--- src/rtl/fab_int_pkg.sv ---
// Shared types and default constants for the fabric interrupt scheduler.
package fab_int_pkg;

    typedef enum logic [1:0] {
        ST_IDLE    = 2'd0,
        ST_ASSERT  = 2'd1,
        ST_HOLDOFF = 2'd2
    } state_t;

    localparam int unsigned DEF_N_SRC       = 4;
    localparam int unsigned DEF_HOLDOFF_CYC = 8;
    localparam int unsigned DEF_ACK_TIMEOUT = 1024;

endpackage

--- src/rtl/fab_int_rr_arb.sv ---
// Combinational round-robin pick: first set request above ptr, wrapping.
module fab_int_rr_arb
#(
    parameter int unsigned N_SRC = 4,
    parameter int unsigned SRC_W = 2
) (
    input  logic [N_SRC-1:0] req,
    input  logic [SRC_W-1:0] ptr,
    output logic [SRC_W-1:0] grant,
    output logic             valid
);

    logic [SRC_W-1:0] idx;

    // Walk from the farthest offset down so the nearest match is assigned last.
    always_comb begin
        grant = '0;
        valid = 1'b0;
        idx   = '0;
        for (int k = int'(N_SRC); k > 0; k--) begin
            idx = SRC_W'((int'(ptr) + k) % int'(N_SRC));
            if (req[idx]) begin
                grant = idx;
                valid = 1'b1;
            end
        end
    end

endmodule

--- src/rtl/fab_int_sched.sv ---
// Shares the single FABINT line among N_SRC fabric event sources, round-robin with ack holdoff.
// Optional ack timeout with forced release and retry: define FAB_INT_TIMEOUT_EN.
module fab_int_sched
    import fab_int_pkg::*;
#(
    parameter int unsigned N_SRC       = DEF_N_SRC,
    parameter int unsigned SRC_W       = $clog2(N_SRC),
    parameter int unsigned HOLDOFF_CYC = DEF_HOLDOFF_CYC,
    parameter int unsigned ACK_TIMEOUT = DEF_ACK_TIMEOUT
) (
    input  logic             clk,
    input  logic             reset_n,
    input  logic [N_SRC-1:0] src_req,
    input  logic [N_SRC-1:0] src_en,
    input  logic             int_ack,
    input  logic             clr_overrun,
    output logic             FAB_INT_OUT,
    output logic [SRC_W-1:0] int_src,
    output logic             int_busy,
    output logic [N_SRC-1:0] pending,
    output logic [N_SRC-1:0] overrun,
    output logic             timeout_err
);

    localparam int unsigned HOLD_W    = (HOLDOFF_CYC > 0) ? $clog2(HOLDOFF_CYC + 1) : 1;
    localparam int unsigned HOLD_LAST = (HOLDOFF_CYC > 0) ? HOLDOFF_CYC - 1 : 0;

    if (N_SRC < 2 || N_SRC > 16 || ACK_TIMEOUT == 0) begin : g_bad_param
        $error("fab_int_sched: unsupported parameter set");
    end

    state_t            state_q, state_d;
    logic [SRC_W-1:0]  rr_ptr_q, rr_ptr_d;
    logic [SRC_W-1:0]  int_src_d;
    logic              int_out_d;
    logic [HOLD_W-1:0] hold_cnt_q, hold_cnt_d;
    logic [N_SRC-1:0]  pend_clr, pend_retry;
    logic [SRC_W-1:0]  grant;
    logic              grant_vld;
    logic              tmo_expire;

    fab_int_rr_arb #(.N_SRC(N_SRC), .SRC_W(SRC_W)) u_arb (
        .req   (pending),
        .ptr   (rr_ptr_q),
        .grant (grant),
        .valid (grant_vld)
    );

    // Next-state and next-output logic; ack takes priority over timeout expiry.
    always_comb begin
        state_d    = state_q;
        rr_ptr_d   = rr_ptr_q;
        int_src_d  = int_src;
        int_out_d  = FAB_INT_OUT;
        hold_cnt_d = hold_cnt_q;
        pend_clr   = '0;
        pend_retry = '0;
        unique case (state_q)
            ST_IDLE: begin
                if (grant_vld) begin
                    state_d         = ST_ASSERT;
                    int_src_d       = grant;
                    rr_ptr_d        = grant;
                    int_out_d       = 1'b1;
                    pend_clr[grant] = 1'b1;
                end
            end
            ST_ASSERT: begin
                if (int_ack || tmo_expire) begin
                    int_out_d  = 1'b0;
                    hold_cnt_d = '0;
                    state_d    = (HOLDOFF_CYC == 0) ? ST_IDLE : ST_HOLDOFF;
                    if (!int_ack) begin
                        pend_retry[int_src] = 1'b1;
                    end
                end
            end
            ST_HOLDOFF: begin
                if (hold_cnt_q == HOLD_W'(HOLD_LAST)) begin
                    state_d = ST_IDLE;
                end else begin
                    hold_cnt_d = hold_cnt_q + HOLD_W'(1);
                end
            end
            default: state_d = ST_IDLE;
        endcase
    end

    // New events win over grant-clear and clr_overrun in the same cycle.
    always_ff @(posedge clk or negedge reset_n) begin
        if (!reset_n) begin
            state_q     <= ST_IDLE;
            rr_ptr_q    <= SRC_W'(N_SRC - 1);
            hold_cnt_q  <= '0;
            FAB_INT_OUT <= 1'b0;
            int_src     <= '0;
            int_busy    <= 1'b0;
            pending     <= '0;
            overrun     <= '0;
        end else begin
            state_q     <= state_d;
            rr_ptr_q    <= rr_ptr_d;
            hold_cnt_q  <= hold_cnt_d;
            FAB_INT_OUT <= int_out_d;
            int_src     <= int_src_d;
            int_busy    <= (state_d != ST_IDLE);
            pending     <= (pending & ~pend_clr) | pend_retry | (src_req & src_en);
            overrun     <= (clr_overrun ? '0 : overrun) | (src_req & pending);
        end
    end

`ifdef FAB_INT_TIMEOUT_EN
    localparam int unsigned TMO_W = $clog2(ACK_TIMEOUT + 1);

    logic [TMO_W-1:0] tmo_cnt_q;

    assign tmo_expire = (state_q == ST_ASSERT) && (tmo_cnt_q == TMO_W'(ACK_TIMEOUT - 1));

    // Counts cycles spent in ASSERT; restarts on every new grant.
    always_ff @(posedge clk or negedge reset_n) begin
        if (!reset_n) begin
            tmo_cnt_q   <= '0;
            timeout_err <= 1'b0;
        end else begin
            timeout_err <= tmo_expire && !int_ack;
            if (state_q == ST_ASSERT && state_d == ST_ASSERT) begin
                tmo_cnt_q <= tmo_cnt_q + TMO_W'(1);
            end else begin
                tmo_cnt_q <= '0;
            end
        end
    end
`else
    assign tmo_expire  = 1'b0;
    assign timeout_err = 1'b0;
`endif

endmodule

--- config.mk ---
export PLATFORM = sky130hd
export DESIGN_NAME = fab_int_sched
export DESIGN_NICKNAME = d
export VERILOG_FILES = /design/src/rtl/fab_int_pkg.sv /design/src/rtl/fab_int_rr_arb.sv /design/src/rtl/fab_int_sched.sv
export SDC_FILE = /design/constraint.sdc
export NUM_CORES = 1
export LEC_CHECK = 0
export ABC_AREA = 1
export CORE_UTILIZATION = 52
export CTS_CLUSTER_DIAMETER = 30
export CTS_CLUSTER_SIZE = 28
export DETAILED_ROUTE_END_ITERATION = 7
export GPL_ROUTABILITY_DRIVEN = 0
export PLACE_DENSITY = 0.83
export SETUP_SLACK_MARGIN = 0.3
export SLEW_MARGIN = 20
export SYNTH_ARGS = -nofsm -noshare
export SYNTH_HDL_FRONTEND = slang
export SYNTH_HIERARCHICAL = 1
export SYNTH_SLANG_ARGS = --single-unit
--- constraint.sdc ---
create_clock -name clk -period 3 [get_ports clk]
set_input_delay 0.6 -clock clk [delete_from_list [all_inputs] [get_ports clk]]
set_output_delay 0.6 -clock clk [all_outputs]
set_load 0.02 [all_outputs]
### Word-level counts from Yosys, hierarchy flattened

Cells that the tools add are included.

* flip-flop bits (word level): 20
* bits of input ports: 12
* output and inout port bits: 13
* logic and storage cells: 70

* add/subtract/negate cells: 5
* order comparisons: 6
* equal/unequal tests: 6
* mux-type cells: 31
* bitwise operators: 6
* reductions and logical operators: 8

Operator list (number)
* 2-to-1 mux 4 bit: 5
* < comparator 2 x 3 -> 1 bit, second input constant: 5
* 2-to-1 mux 2 bit: 7
* AND 4 bit: 3
* 2-to-1 mux 1 bit: 11
* binary-select mux 1 bit (select 2 bit): 4
* bitwise OR 4 bit: 2
* one-hot mux 4 bit (2 select lines): 1
* inequality test 2 bit, second input constant: 3
* one-hot mux 2 bit (3 select lines): 1
* AND reduction 3 bit: 2
* nonzero test 2 bit: 3
* adder 2 x 1 -> 2 bit, second input constant: 2
* adder 2 bit, second input constant: 2
* adder 4 x 1 -> 4 bit, second input constant: 1
* equality test 4 x 3 -> 1 bit, second input constant: 1
* inverter 4 bit: 1
* demux 1 bit (select 2 bit): 1
* equality test 2 x 1 -> 1 bit, second input constant: 1
* equality test 2 bit, second input constant: 1
* greater-or-equal comparator 2 x 1 -> 1 bit, second input constant: 1
* zero test 2 bit: 1
* one-hot mux 1 bit (2 select lines): 1
* AND reduction 2 bit: 1
* logical AND 1 bit: 1

### Depth between registers and ports, before layout

Gate-level depths: netlist (run 1).

* depth after elaboration: 16
* depth in mapped cells: 14

### By module

The synthesis (run 1) kept the hierarchy.

By module, submodules not included
* fab_int_sched: instances 1, cells each 96, area an instance 848.3 µm², seq. area each 503.0 µm²
* fab_int_rr_arb: instances 1, cells each 49, area an instance 226.5 µm², seq. area each 0.0 µm²

### Worst setup path before layout (run 1)

No wires, ideal clock.

* path type: reg2reg
* start point: reg rr_ptr_q[0]
* end point: reg pending[3]
* setup time: 0.123 ns
* arrival: 1.430 ns
* setup slack: 1.447 ns
* cell stages (with the launch flop): 12
* path buffers: 1
* period minus slack after synthesis: 1.553 ns
* cell sequence: dfstp_2 buf_6 inv_8 nand2_2 nand2_1 and2_4 nand2_1 nand2_1 nor2_2 nand2_2 o21ai_0 nand2_1

RTL lines
* start, declared: line fab_int_sched.sv:33 `logic [SRC_W-1:0] rr_ptr_q, rr_ptr_d;`
* start signal, assigned: line fab_int_sched.sv:93 `rr_ptr_q <= SRC_W'(N_SRC - 1);`
* start signal, assigned: line fab_int_sched.sv:102 `rr_ptr_q <= rr_ptr_d;`
* adder 2 x 1 -> 2 bit: line fab_int_rr_arb.sv:21 `idx = SRC_W'((int'(ptr) + k) % int'(N_SRC));`
* binary-select mux 1 bit (select 2 bit): line fab_int_rr_arb.sv:22 `if (req[idx]) begin`
* 2-to-1 mux 1 bit (not written as such): line fab_int_rr_arb.sv:22
* 2-to-1 mux 1 bit (3 in a row): line fab_int_rr_arb.sv:22
* 2-to-1 mux 1 bit *: line fab_int_rr_arb.sv:22
* net grant_vld: line fab_int_sched.sv:39 `logic grant_vld;`
* 2-to-1 mux 4 bit *: line fab_int_sched.sv:60 `if (grant_vld) begin`
* 2-to-1 mux 4 bit *: line fab_int_sched.sv:58 `unique case (state_q)`
* inverter 4 bit *: line fab_int_sched.sv:107 `pending <= (pending & ~pend_clr) | pend_retry | (src_req & src_en);`
* AND 4 bit *: line fab_int_sched.sv:107
* bitwise OR 4 bit *: line fab_int_sched.sv:107
* end signal, assigned: line fab_int_sched.sv:107
* end, declared: line fab_int_sched.sv:20 `output logic [N_SRC-1:0] pending,`

Mark *: on every way through the listed nets, which the timed path passes. The rest lies on a longest branch. The select of a mux whose other input is x is not followed.
A chain may end at the register's enable or synchronous reset.

### Worst setup path after layout (run 1)

* start point: reg pending[0]
* end point: out pending[0]

No word-level cell between the ends.

==> impl_results.md, run 1 <==
* Post-synthesis xor/xnor area fraction at 0%
* Post-synthesis compound-gate area fraction at 4.54%
* Worst-Margin Slew at 877 ps
* Antenna Cells at 0
* Worst path slowest cell: clkdlybuf4s50_1
* Cells after Synth at 145
* YS warnings at 6
* Fin Setup TNS at 0 ps
* Buffer and inverter count on the worst path at 1
* CTS tree: done
* All-layer global routing usage at 20.9%
* Post-Syn Area at 1070 um^2
* PwrDens at 1070 nW/um^2
* Status: finished, violations left
* Hold Path Class: flip-flop to flip-flop
* Clk pwr share at 10.6%
* Slew Limit Headroom at 41.3%
* Boundary pin count at 25
* Die Height at 47.5 um
* Number of global-route vias before repair at 790
* HPWL after detailed placement at 1720 um
* CORE AREA at 1960 um^2
* Wire per inst at 10.9 um
* Worst-path clk slew at 110 ps
* Crit-path max FO at 5
* Unique masters post-synth at 22
* PortBufs at 23
* Simple-gate share of the synthesized area at 36.8%
* H-tree depth at 1
* Skew-Pair Late Insertion Delay at 290 ps
* Worst-case clock skew at 1.48 ps
* Via count at 951
* Largest net degree at the start of global routing at 21
* Crit path launch: pending[0]
* CP endpoint kind: output pin
* CP arrival at 1380 ps
* Multiplexer area fraction after synthesis at 0.931%
* Violated checks: DRC
* Final Hold Vio Count at 0
* Part of the Yosys area used for sequential elements at 46.8%
* Unrepaired setup endpoints after global routing: false
* Crit-path cells: clkdlybuf4s50_1
* Share of layout cells above drive strength 1 at 14.1%
* Post_cts resized at 0
* Fill cells at 175
* Mapped Nets at 158
* Die width at 47.5 um
* Initial antenna violation count at 0
* Sw power at 0.684 mW
* Root Buffer: clkbuf_4
* Overall power at 1.45 mW
* Detailed Routing Iterations Pass 1 at 7
* Nets@finish at 184
* Post-synth ARST share at 100%
* Crit start category: flip-flop
* Postcts setup bufs at 0
* Crit path max-delay family: buffers and inverters
* Vias per cell at 4.83
* Peak supply drop at 739 uV
* Largest family of logic cells by synthesized area: simple AND/OR/NAND/NOR gates
* Crit path largest cell delay at 640 ps
* Comb power frac at 55.0%
* Post-synthesis register bit count at 20
* Wire length of the first global-routing pass at 3220 um
* Floorplan row count at 16
* Number of synthesized flops with an enable pin at 0
* Critical path type: flip-flop to output pin
* Adder-cell area share of the yosys netlist at 1.16%
* Crit share post-route at 65.9%
* Full die area at 2250 um^2
* Initial Util at 54.8%
* Fmax at 506 MHz
* P_leak at 0.727 nW
* Worst r2r src: rr_ptr_q[0]
* Max Cap Viol at 0
* Ys flop type: dfrtp_1
* Area delta synth->final at 26.2%
* Routed Wire Length at 2150 um
* Total CTS buffers at 3
* Final Util at 69.1%
* Final number of setup-violating endpoints at 0
* Syn_area_per_cell at 7.41 um^2
* DR iter-0 viols at 30
* Sw Ratio at 47.1%
* CTS Buffer Depth at 2
* Worst hold start: FAB_INT_OUT
* Hold_buf cts at 0
* Cell Int Power at 0.770 mW
* Worst Path Required at 2400 ps
* WHS at 483 ps
* Clock tree sinks at 20
* Antenna Nets Post-Route at 0
* Slew Limit Fails at 0
* Fin crit period at 1980 ps
* Gr ovfl total at 0
* Register share of total power at 34.4%
* Finished Cell Area at 1360 um^2
* Placed cell areas at 1320 um^2
* Drt drc at 1
-- sequential cells by signal, indices dropped and copies added (netlist names) --
signal       flops
hold_cnt_q       4
overrun          4
pending          4
int_src          2
int_busy         1
FAB_INT_OUT      1
state_q          2
rr_ptr_q         2
-- layout by cell type, fill, tap and decap left out, drive strengths merged --
cell and instances:
and2 1, clkdlybuf4s50 23, dfstp 2, nand2 73
o21ai 9, mux2i 1, ha 1, nor2 6
clkbuf 4, dfrtp 18, nand3 9, inv 20
nand4 1, or2 1, conb 1
-- worst reg2reg max path, delay by kind of cell, from the launching register on --
| family | cells | cell delay [ps] |
|---|---|---|
| AOI/OAI and AO/OA | 1 | 160 |
| buffers and inverters | 1 | 70 |
| DFF | 1 | 680 |
| and+or+nand+nor | 8 | 750 |
-- power by group through the flow --
stage	logic, mW	clock network (mW)	registers, mW
global route	0.897	0.169	0.511
floorplan	0.516	0	0.538
global placement	0.771	0	0.498
CTS	0.801	0.157	0.497
detailed placement	0.798	0	0.504
finish	0.800	0.154	0.500
-- logic make-up (layout without fill, tap and decap cells) --
logic type               Yosys count  after routing
AND/OR/NAND/NOR                   91             91
buffers and inverters             22             47
flip-flops                        20             20
AO/OA/AOI/OAI                      9              9
adder cells (fa/ha/maj)            1              1
other                              1              1
multiplexers                       1              1
-- layout make-up --
| class | instances | area, um^2 | area share, % |
|---|---|---|---|
| multi-input cells | 103 | 470 | 34.7 |
| repair buffers | 23 | 230 | 17.0 |
| flip-flops and latches | 20 | 503 | 37.1 |
| inverters | 20 | 82.6 | 6.09 |
| clock buffers | 4 | 36.3 | 2.68 |
| well taps | 27 | 33.8 | 2.49 |
-- final timing paths --
check                      cells past startpoint            end  slack [ps]
max                                            1     pending[0]        1020
min                                            2    FAB_INT_OUT         480
max reg2reg                                   10     pending[2]        1240
max in group asynchronous                      1     overrun[3]        1670
min reg2reg                                    2    FAB_INT_OUT         480
min in group asynchronous                      1  hold_cnt_q[2]         790
-- synth_stat cells (2+ instances only) --
cell	count	share of area [%]
dfrtp_1	18	42
dfstp_2	2	4.9
inv_1	16	5.6
inv_2	3	1.0
nand2_1	66	23
nand2_2	7	4.1
nand3_1	9	4.2
nor2_1	2	0.70
nor2_2	3	1.7
o21ai_0	7	3.3
-- metrics by stage --
stage	setup WS, ps	instances
final	1020	197
after global routing	968	197
after CTS	1010	197
after detailed placement	1260	193
after global placement	1270	193
after floorplan	1450	145
-- layer usage --
| layer | track usage, % | vias to the layer above | share of wire (%) |
|---|---|---|---|
| met5 | 0 | - | 0 |
| met4 | 8.57 | 0 | 0.65 |
| met3 | 3.40 | 2 | 3.1 |
| met2 | 34.2 | 23 | 48 |
| met1 | 27.4 | 433 | 48 |
| li1 | - | 493 | - |
No activity file was read; power rests on OpenSTA's default activity.
==> inputs of run 2 (changes only) <==
--- a/config.mk
+++ b/config.mk
@@ -6,12 +6,12 @@
 export NUM_CORES = 1
 export LEC_CHECK = 0
 export ABC_AREA = 1
-export CORE_UTILIZATION = 52
+export CORE_UTILIZATION = 44
 export CTS_CLUSTER_DIAMETER = 30
 export CTS_CLUSTER_SIZE = 28
 export DETAILED_ROUTE_END_ITERATION = 7
 export GPL_ROUTABILITY_DRIVEN = 0
-export PLACE_DENSITY = 0.83
+export PLACE_DENSITY = 0.75
 export SETUP_SLACK_MARGIN = 0.3
 export SLEW_MARGIN = 20
 export SYNTH_ARGS = -nofsm -noshare
==> constraint.sdc (replaced) <==
create_clock -name clk -period 1.7 [get_ports clk]
set_input_delay 0.34 -clock clk [delete_from_list [all_inputs] [get_ports clk]]
set_output_delay 0.34 -clock clk [all_outputs]
set_load 0.02 [all_outputs]
==> run 2 against run 1 <==
  * Critical path depth increased by 10
  * Critical path type is now flip-flop to flip-flop
  * Largest power group unchanged
  * Non-clock buffer count increased by 10
  * Design area increased by 14%
  * Clock-buffer cell count decreased by 1
  * Global-route usage decreased by 0.43 points
  * Utilization decreased by 0.43 points
  * Sequential share of layout area decreased by 4.5 points
  * Total power increased by 120%
  * The flow finishes with violations (setup timing)
==> impl_results.md, run 2 (synthesis gave the netlist of run 1 again) <==
* Status: finished, violations left
* Violated checks: setup timing
* Met2 Usage GRT at 34.8% (+0.60 points)
* P_leak at 0.819 nW (+13%)
* CORE AREA at 2250 um^2 (+15%)
* Crit start category: flip-flop
* Antenna Nets Post-Route at 0 (unchanged)
* Gr ovfl total at 0 (unchanged)
* Worst path slowest cell: dfstp_2
* Sw Ratio at 47.3% (+0.22 points)
* Total CTS buffers at 3 (unchanged)
* Area of the multi-input gates at 567 um^2 (+20%)
* Antenna Cells at 0 (unchanged)
* Number of global-route vias before repair at 974 (+23%)
* Comb power frac at 61.5% (+6.5 points)
* Slew Limit Fails at 0 (unchanged)
* Initial antenna violation count at 0 (unchanged)
* Initial Util at 47.7% (-7.1 points)
* Via count at 1017 (+6.9%)
* Skew-Pair Late Insertion Delay at 300 ps (about the same)
* Final setup margin at -76.4 ps (-1100 ps)
* Sw power at 1.53 mW (+120%)
* Hold Path Class: primary input to asynchronous set/reset pin
* Hold_buf cts at 0 (unchanged)
* Buffer and inverter count on the worst path at 2 (+1)
* Grt met1 use at 27.4% (about the same)
* Top cell by count, worst path: nand2_2
* Worst-path clk slew at 120 ps (about the same)
* H-tree depth at 1 (unchanged)
* Placement Setup Slack at -16.1 ps (-1270 ps)
* PwrDens at 2090 nW/um^2 (+95%)
* Peak supply drop at 1070 uV (+45%)
* Crit path largest cell delay at 570 ps (-70 ps)
* Largest net degree at the start of global routing at 21 (unchanged)
* Wire length of the first global-routing pass at 4080 um (+27%)
* Crit path max-delay family: simple AND/OR/NAND/NOR gates
* Detailed Routing Iterations Pass 1 at 5 (-2)
* Crit-path cells: buf_6 -> inv_8 -> nand2_4 -> nand2_2 -> and2_4 -> nand2_2 -> nand2_2 -> nor2_4 -> nand2_2 -> o21ai_1 -> nand2_1
* Full die area at 2640 um^2 (+17%)
* Clock tree sinks at 20 (unchanged)
* Die Height at 51.4 um (+8.3%)
* FF/Latch Area at 504 um^2 (+0.25%)
* Fill cells at 190 (+8.6%)
* Crit-path max FO at 6 (+1)
* Overall power at 3.24 mW (+120%)
* Cell Int Power at 1.71 mW (+120%)
* Worst-case clock skew at 10.0 ps (+8.55 ps)
* CTS tree: done
* Wire per inst at 12.8 um (+17%)
* PortBufs at 23 (unchanged)
* GRT Max-Usage Layer: met2
* Vias per cell at 4.89 (+1.3%)
* Max Cap Viol at 0 (unchanged)
* M3 GR Usage at 1.79% (-1.6 points)
* All-layer global routing usage at 20.4% (-0.43 points)
* CP endpoint kind: flip-flop
* CTS Buffer Depth at 2 (unchanged)
* Final Hold Vio Count at 0 (unchanged)
* Critical path type: flip-flop to flip-flop
* Final number of setup-violating endpoints at 5 (+5)
* Fmax at 563 MHz
* Fin crit period at 1780 ps
* Most frequent cells in the layout: nand2_1, nand2_2, dfrtp_1, inv_1, clkdlybuf4s50_1
* Register share of total power at 26.6% (-7.8 points)
* CP arrival at 1970 ps (+590 ps)
* Largest registers: hold_cnt_q x4, overrun x4, pending x4
* Worst Path Required at 1890 ps (-510 ps)
* Crit share post-route at 104%
* Die width at 51.4 um (+8.3%)
* Clk pwr share at 11.9% (+1.3 points)
* Routed Wire Length at 2660 um (+24%)
* Nets@finish at 194 (+5.4%)
* Area delta synth->final at 44.1%
* Most common cell after layout, fill and taps aside: nand2_1
* HPWL after detailed placement at 1710 um (-0.40%)
* Drt drc at 0 (-1)
* Boundary pin count at 25 (unchanged)
* Root Buffer: clkbuf_4
* Unrepaired setup endpoints after global routing: true
* Floorplan row count at 17 (+1)
* DR iter-0 viols at 16 (-47%)
* Share of layout cells above drive strength 1 at 38.3% (+24 points)
[run 2: cell count changes in the layout (fill, tap and decap cells not counted), sizes merged]
cell,change
clkdlybuf4s50,-12
clkdlybuf4s15,+4
dlygate4sd2,+7
bufinv,+1
buf,+10
[run 2: worst register-to-register path, delay by kind of cell (launching register included)]
| family | cells | cell delay, ps |
|---|---|---|
| AO/OA/AOI/OAI | 1 | 140 |
| buffers and inverters | 2 | 180 |
| AND/OR/NAND/NOR | 8 | 790 |
| flip-flops | 1 | 570 |
[run 2: metrics by stage]
stage	hold WS, ps	instance area (um^2)	instances	utilization [%]	TNS (ps)
finish	374	1550	208	68.7	-236
global route	392	1550	208	68.7	-816
CTS	381	1470	205	65.3	0
detailed placement	463	1340	195	59.4	-16.1
global placement	462	1340	195	59.4	0
floorplan	44.4	1080	145	-	0
[run 2: worst paths after layout]
| check | slack (ps) | from | to | cells after the start |
|---|---|---|---|---|
| max | -80 | rr_ptr_q[0] | pending[2] | 11 |
| max reg2reg | -80 | rr_ptr_q[0] | pending[2] | 11 |
| min | 370 | reset_n | int_src[1] | 2 |
| min reg2reg | 510 | int_src[0] | int_src[0] | 2 |
| max in group asynchronous | 1060 | reset_n | rr_ptr_q[0] | 2 |
| min in group clk | 510 | int_src[0] | int_src[0] | 2 |
[run 2: layer usage]
| layer | wire (um) | vias up |
|---|---|---|
| met1 | 1170 | 469 |
| met2 | 1300 | 33 |
| met5 | 0 | - |
| li1 | - | 507 |
| met3 | 101 | 8 |
| met4 | 85 | 0 |
[run 2: power by group through the flow]
stage	registers, mW	clock network [mW]	logic (mW)
after floorplan	0.953	0	0.931
after global placement	0.886	0	1.39
after detailed placement	0.894	0	1.43
after CTS	0.854	0.391	1.71
after global routing	0.888	0.406	2.17
final	0.861	0.385	1.99
[run 2: timing repair]
action,CTS,global route
pin swaps,3,13
setup buffers,6,3
gates resized for setup,38,22
endpoints found under the setup margin,23,16
[run 2: layout make-up]
cell class	instances	share of cell area, %
multi-input combinational	103	36.6
sequential	20	32.6
timing repair buffer	33	19.7
inverter	20	5.49
tap	28	2.26
clock inverter	1	1.94
clock buffer	3	1.45
